`src/rtl/addsub_pkg.sv`:
```
// addsub_pkg: shared state encoding and mode constants for the serial adder/subtractor
package addsub_pkg;
    typedef enum logic [1:0] {IDLE, BUSY, DONE} state_t;
    localparam logic MODE_ADD = 1'b0;
    localparam logic MODE_SUB = 1'b1;
endpackage

```
`src/rtl/addsub_chunk.sv`:
```
// addsub_chunk: combinational CHUNK-bit ripple adder that also exposes the carry into its MSB
module addsub_chunk #(
    parameter int CHUNK = 4
) (
    input  logic [CHUNK-1:0] a,
    input  logic [CHUNK-1:0] b,
    input  logic             cin,
    output logic [CHUNK-1:0] sum,
    output logic             cout,
    output logic             cmsb
);
    logic c;
    // ripple the carry bit by bit, remembering the carry that enters the top bit
    always_comb begin
        c = cin;
        cmsb = 1'b0;
        sum = '0;
        for (int i = 0; i < CHUNK; i++) begin
            if (i == CHUNK - 1) cmsb = c;
            sum[i] = a[i] ^ b[i] ^ c;
            c = (a[i] & b[i]) | (c & (a[i] ^ b[i]));
        end
        cout = c;
    end
endmodule

```
`src/rtl/addsub_serial.sv`:
```
// addsub_serial: multi-cycle WIDTH-bit add/sub, CHUNK bits per clock; ADDSUB_SAT_EN enables signed saturation
module addsub_serial
    import addsub_pkg::*;
#(
    parameter int WIDTH = 16,
    parameter int CHUNK = 4
) (
    input  logic             clk,
    input  logic             rst,
    input  logic             in_valid,
    output logic             in_ready,
    input  logic [WIDTH-1:0] a,
    input  logic [WIDTH-1:0] b,
    input  logic             mode,
    output logic             out_valid,
    input  logic             out_ready,
    output logic [WIDTH-1:0] result,
    output logic             cout,
    output logic             ovf,
    output logic             busy
);
    localparam int NCHUNK = WIDTH / CHUNK;
    localparam int CW = NCHUNK > 1 ? $clog2(NCHUNK) : 1;

    state_t state_q, state_d;
    logic [WIDTH-1:0] a_q, a_d, b_q, b_d, result_q, result_d;
    logic [CW-1:0] cnt_q, cnt_d;
    logic carry_q, carry_d, cout_q, cout_d, ovf_q, ovf_d;
    logic [CHUNK-1:0] sum;
    logic c_out, c_msb, last;

    addsub_chunk #(.CHUNK(CHUNK)) u_chunk (
        .a    (a_q[cnt_q*CHUNK +: CHUNK]),
        .b    (b_q[cnt_q*CHUNK +: CHUNK]),
        .cin  (carry_q),
        .sum  (sum),
        .cout (c_out),
        .cmsb (c_msb)
    );

    assign last = cnt_q == CW'(NCHUNK - 1);
    assign in_ready = state_q == IDLE;
    assign out_valid = state_q == DONE;
    assign busy = state_q == BUSY;
    assign result = result_q;
    assign cout = cout_q;
    assign ovf = ovf_q;

    // next state: latch operands on accept, walk the chunks, hold the result until taken
    always_comb begin
        state_d = state_q;
        a_d = a_q;
        b_d = b_q;
        carry_d = carry_q;
        cnt_d = cnt_q;
        result_d = result_q;
        cout_d = cout_q;
        ovf_d = ovf_q;
        case (state_q)
            IDLE: if (in_valid) begin
                a_d = a;
                b_d = (mode == MODE_SUB) ? ~b : b;
                carry_d = mode == MODE_SUB;
                cnt_d = '0;
                state_d = BUSY;
            end
            BUSY: begin
                result_d[cnt_q*CHUNK +: CHUNK] = sum;
                carry_d = c_out;
                cnt_d = last ? '0 : cnt_q + CW'(1);
                if (last) begin
                    cout_d = c_out;
                    ovf_d = c_msb ^ c_out;
                    state_d = DONE;
`ifdef ADDSUB_SAT_EN
                    if (c_msb ^ c_out)
                        result_d = a_q[WIDTH-1] ? {1'b1, {(WIDTH-1){1'b0}}} : {1'b0, {(WIDTH-1){1'b1}}};
`endif
                end
            end
            DONE: if (out_ready) state_d = IDLE;
            default: state_d = IDLE;
        endcase
    end

    // state and datapath registers with synchronous reset
    always_ff @(posedge clk) begin
        if (rst) begin
            state_q <= IDLE;
            a_q <= '0;
            b_q <= '0;
            carry_q <= 1'b0;
            cnt_q <= '0;
            result_q <= '0;
            cout_q <= 1'b0;
            ovf_q <= 1'b0;
        end else begin
            state_q <= state_d;
            a_q <= a_d;
            b_q <= b_d;
            carry_q <= carry_d;
            cnt_q <= cnt_d;
            result_q <= result_d;
            cout_q <= cout_d;
            ovf_q <= ovf_d;
        end
    end
endmodule

```
`config.mk`:
```
export PLATFORM = sky130hd
export DESIGN_NAME = addsub_serial
export DESIGN_NICKNAME = d
export VERILOG_FILES = /design/src/rtl/addsub_pkg.sv /design/src/rtl/addsub_chunk.sv /design/src/rtl/addsub_serial.sv
export SDC_FILE = /design/constraint.sdc
export NUM_CORES = 1
export LEC_CHECK = 0
export CAP_MARGIN = 20
export CORE_MARGIN = 2
export CORE_UTILIZATION = 54
export DETAILED_ROUTE_END_ITERATION = 7
export PLACE_DENSITY = 0.85
export SYNTH_ARGS = -nofsm -noshare
export SYNTH_HDL_FRONTEND = slang
export SYNTH_SLANG_ARGS = --single-unit
```
`constraint.sdc`:
```
create_clock -name clk -period 4.5 [get_ports clk]
set_input_delay 0.675 -clock clk [delete_from_list [all_inputs] [get_ports clk]]
set_output_delay 0.675 -clock clk [all_outputs]
set_load 0.01 [all_outputs]
```
# == After elaboration in Yosys (flattened, before gate mapping) ==
# Index checks and enable logic that the tools add are counted.
# op_classes
n_addsub,2
mul,0
n_div,0
n_lt_le_gt_ge,0
eq_ne,6
shift,4
mux,11
bitwise_logic,22
reduce_logical,6
# ops
operator,count
4-bit negation with 34-bit output,1
4-bit by 34-bit variable shift with 16-bit output (first input constant),1
4-bit by 34-bit indexed part select with 16-bit output,1
16-bit by 5-bit indexed part select with 4-bit output,2
16-bit bitwise mux,1
16-bit 2-to-1 mux,1
16-bit inverter,1
2-bit 2-to-1 mux,5
1-bit XOR,9
1-bit AND,8
2-bit case mux with 3 select lines,1
2-bit AND reduction,3
2-bit == test (second input constant),2
2-bit by 1-bit inequality test with 1-bit output (second input constant),2
1-bit bitwise OR,4
2-bit case mux with 2 select lines,1
3-bit AND reduction,1
2-bit by 1-bit adder with 2-bit output (second input constant),1
2-bit by 1-bit == test with 1-bit output (second input constant),1
2-bit logical NOT,1
2-bit inequality test (second input constant),1
1-bit case mux with 2 select lines,1
2-bit nonzero test,1
1-bit 2-to-1 mux,1
# totals
register_bits,55
latchBits,0
mem_bits_rw,0
romBits,0
input_bits,37
mem_count,0

# == Longest topological paths before layout ==
# depth
word_depth,11
ltp_mapped,13
ltp_nobuf,12

# == Modules after synthesis ==
# A second synthesis with hierarchy kept.
# unflattened
cells_unflattened,279
area_unflattened_um2,2638.8
# modules_own_cells
module,instances,cells_per_inst,area_each_um2
addsub_serial,1,267,2528.7
addsub_chunk,1,12,110.1

# == Worst setup path before layout ==
# OpenSTA, ideal clock, no wires.
# synth_timing
path_kind,reg2reg
start,register cnt_q[0]
end,register result_q[3] (netlist: result[3])
setup_time_ns,0.088
arrival_ns,2.926
path_slack_ns,1.486
stages_incl_launch_ff,13
path_buffers,1
period_less_slack_ns,3.014
path_cell_list,dfxtp_1 > buf_2 > mux4_2 > inv_1 > fa_1 > inv_1 > fa_1 > inv_1 > fa_1 > inv_1 > fa_1 > inv_1 > o32ai_2
# synth_between
elab_chain_cells,11
word_cells_on_any_way,23
cone_classes,add/sub (1); shift (4); mux (1); bitwise (17)
# synth_lines
item,line_no,text
from (decl),addsub_serial.sv:27,"logic [CW-1:0] cnt_q, cnt_d;"
from (signal assigned),addsub_serial.sv:102,cnt_q <= cnt_d;
16-bit by 5-bit indexed part select with 4-bit output (on tied branches),"addsub_serial.sv:33, addsub_serial.sv:34",
1-bit XOR,"addsub_chunk.sv:20, addsub_chunk.sv:21",
1-bit AND,addsub_chunk.sv:21,c = (a[i] & b[i]) | (c & (a[i] ^ b[i]));
1-bit bitwise OR,addsub_chunk.sv:21,
1-bit AND,addsub_chunk.sv:21,
1-bit bitwise OR,addsub_chunk.sv:21,
1-bit AND,addsub_chunk.sv:21,
1-bit bitwise OR,addsub_chunk.sv:21,
1-bit XOR,addsub_chunk.sv:20,sum[i] = a[i] ^ b[i] ^ c;
4-bit by 34-bit indexed part select with 16-bit output,addsub_serial.sv:68,result_d[cnt_q*CHUNK +: CHUNK] = sum;
16-bit bitwise mux *,addsub_serial.sv:68,
to (signal assigned),addsub_serial.sv:103,result_q <= result_d;
to (decl),addsub_serial.sv:26,"logic [WIDTH-1:0] a_q, a_d, b_q, b_d, result_q, result_d;"
# Mark *: on every way between the ends. The rest lies on a longest branch, timed or not.
# A chain may end at the register's enable or synchronous reset.

# == Final worst setup path ==
# Same ends and word-level chain as after synthesis.

==> results_dict.tcl <==
set metrics [dict create \
    synth_compound_area_share_pct 15.5 \
    grt_pass1_wl_um 9160 \
    max_stage_delay_ns 0.79 \
    crit_chain "mux4_2 -> inv_1 -> fa_1 -> inv_1 -> fa_1 -> inv_1 -> fa_1 -> inv_1 -> fa_1 -> inv_1 -> o32ai_2" \
    synthArstFlopShare_pct 0 \
    pre_cts_slack_ns 1.18 \
    drtIter0Drc 110 \
    clock_sinks 55 \
    dp_hpwl_um 3970 \
    drt_pass1_iterations 4 \
    finalPower_uw 997 \
    mostFrequentLayoutCell "clkdlybuf4s50_1" \
    clk_pin_slew_worst_paths_ns 0.10 \
    cts_tree "done" \
    cp-start-kind "register" \
    synthAdderAreaFrac_pct 5.97 \
    grt_overflow 0 \
    wl_met3_um 333 \
    cts-buffers-inserted 5 \
    netSwitchingPower_uw 277 \
    timing_worst_setup_path_type "reg -> reg" \
    cap_violations 0 \
    synth_seq_cells 55 \
    synth_edf_count 0 \
    syn_inst 279 \
    min_path_type "reg -> reg" \
    worst_slew_pin_slew_ns 1.05 \
    stdcell_area_um2 3250 \
    end_kind "register" \
    nNetsFinal 372 \
    routed_via_density 5.63 \
    area_growth_syn_to_layout_pct 25.0 \
    netlist_area_um2 2600 \
    synthXorXnorAreaFrac_pct 5.73 \
    synth_fp_nets 326 \
    io_pins 58 \
    synth_mux_area_share_pct 7.32 \
    critPathRequiredTime_ns 4.73 \
    final_cell_mix "56 x clkdlybuf4s50_1, 55 x dfxtp_1, 40 x nand2_1, 29 x nor2_1, 27 x a21oi_1" \
    core_area_um2 4690 \
    antennaDiodeCount 0 \
    period_share_pct 74.1 \
    seqPwrFrac_pct 53.9 \
    fin_worst_skew_ns 0.0142 \
    grtUsageTotal_pct 22.0 \
    cts_resized 0 \
    rsz0062_at_grt "false" \
    clk_latency_ns 0.32 \
    postRouteAntennaNets 0 \
    ir_drop_mv 0.189 \
    slew_headroom_pct 30.2 \
    finalMaxSlewViolations 0 \
    drt-total-wl_um 5450 \
    topRoutingLayerUsed "met4" \
    antenna_found_initial 0 \
    synthSimpleGateAreaFrac_pct 17.8 \
    met1_length_um 2340 \
    drive_above_1_share_pct 7.98 \
    gp_congestion 0.849 \
    yosysUniqueCellTypes 32 \
    fin_setup_tns_ns 0 \
    ys.flop_type "dfxtp_1" \
    clkPwrFrac_pct 27.1 \
    p_leak_uw 0.00118 \
    die_height_um 73.4 \
    p_int_uw 720 \
    yosys_warnings 0 \
    port_buffers 57 \
    crit_arrival_ns 3.56 \
    die_x_um 73.4 \
    placed_area_um2 3160 \
    period_needed_ns 3.34 \
    yosysSeqAreaShare_pct 42.4 \
    post_cts_buffers 0 \
    die_area_um2 5380 \
    path_common_cell "inv_1" \
    cts_max_path_buffers 2 \
    status "finished, final reports clean" \
    synth_top_family_by_area "simple AND/OR/NAND/NOR gates" \
    setup_viol 0 \
    cts_hold_buf 0 \
    fin_util_pct 69.2 \
    worstPathMaxFanout 16 \
    drc_errors 0 \
    syn_area_per_cell_um2 9.31 \
    comb_power_share_pct 19.1 \
    nFillCells 402 \
    row_count 25 \
    swShare_pct 27.8 \
    power_density_nw_per_um2 307 \
    via_count 2139 \
    setup_slack_ns 1.16 \
    drt-wirelength-per-cell_um 14.4 \
    cp_slowest_cell "dfxtp_1" \
    met2RoutedLength_um 2680 \
    grt_pass1_vias 2010 \
    htreeDepth 2 \
    hold_violations 0 \
    initial_core_util_pct 55.4 \
    clockRootBuffer "clkbuf_8" \
    grt_max_degree 60 \
    max_freq_mhz 300 \
]
==> stage by stage <==
stage,cells,hold slack [ns]
after detailed placement,372,0.443
after global routing,380,0.483
after floorplan,279,0.433
after CTS,380,0.456
final,380,0.456
after global placement,372,0.439
==> final cells by class <==
| type | count | area (µm²) | area share [%] |
|---|---|---|---|
| inverters | 15 | 56.3 | 1.73 |
| flip-flops and latches | 55 | 1100 | 33.9 |
| clock buffers | 6 | 72.6 | 2.24 |
| repair buffers | 58 | 573 | 17.6 |
| well taps | 54 | 67.6 | 2.08 |
| multi-input cells | 190 | 1360 | 42.0 |
| clock inverters | 2 | 12.5 | 0.385 |
==> state kept, by name (all words and copies together) (netlist names) <==
| signal | count |
|---|---|
| cout | 1 |
| carry_q | 1 |
| b_q | 16 |
| state_q | 2 |
| a_q | 16 |
| result | 16 |
| ovf | 1 |
| cnt_q | 2 |
==> metal layers <==
| metal | vias up | global-route usage (%) |
|---|---|---|
| met1 | 992 | 27.0 |
| met4 | 0 | 7.68 |
| met2 | 85 | 37.8 |
| met3 | 10 | 5.21 |
| met5 | - | 0 |
| li1 | 1052 | - |
==> power by group through the flow <==
stage / Clock (µW) / Combinational [µW] / Sequential, µW
finish: 270 / 190 / 537
global route: 289 / 210 / 541
CTS: 272 / 191 / 537
detailed placement: 0 / 191 / 548
global placement: 0 / 185 / 547
floorplan: 0 / 130 / 537
==> synth_stat cells, types with 4 or more instances <==
| cell type | instances | area, µm² |
|---|---|---|
| a32oi_1 | 7 | 61.3 |
| nand2_1 | 40 | 150 |
| a211oi_1 | 16 | 120 |
| a21oi_1 | 27 | 135 |
| xnor2_1 | 17 | 149 |
| nor2_1 | 29 | 109 |
| clkbuf_1 | 8 | 30.0 |
| fa_1 | 4 | 80.1 |
| mux4_2 | 8 | 180 |
| nand4_1 | 4 | 25.0 |
| inv_1 | 14 | 52.6 |
| buf_2 | 8 | 40.0 |
| ha_1 | 6 | 75.1 |
| dfxtp_1 | 55 | 1100 |
| nand2b_1 | 6 | 37.5 |
| o32ai_2 | 4 | 65.1 |
| nand3b_1 | 4 | 30.0 |
==> final timing paths <==
kind | startpoint | depth (start not counted) | slack [ns] | endpoint
setup reg to reg | cnt_q[0]$_SDFFE_PP0P_ | 11 | 1.16 | result[3]$_SDFFE_PP0P_
hold / removal | result[12]$_SDFFE_PP0P_ | 2 | 0.46 | result[12]$_SDFFE_PP0P_
hold reg to reg | result[12]$_SDFFE_PP0P_ | 2 | 0.46 | result[12]$_SDFFE_PP0P_
setup / recovery | cnt_q[0]$_SDFFE_PP0P_ | 11 | 1.16 | result[3]$_SDFFE_PP0P_
==> cell families after synthesis <==
family          after synthesis
mux                           9
simple gates                 97
fa+ha+maj                    10
xor+xnor                     17
flops                        55
compound gates               57
buf+inv                      34
==> critical path, delay by kind of cell, from the launching register on <==
| kind | cells | cell delay, ns |
|---|---|---|
| buffers and inverters | 5 | 0.35 |
| AOI/OAI and AO/OA | 1 | 0.24 |
| adders and majority gates | 4 | 1.29 |
| muxes | 1 | 0.60 |
| DFF | 1 | 0.79 |
Power figures use the tool's default switching activity.
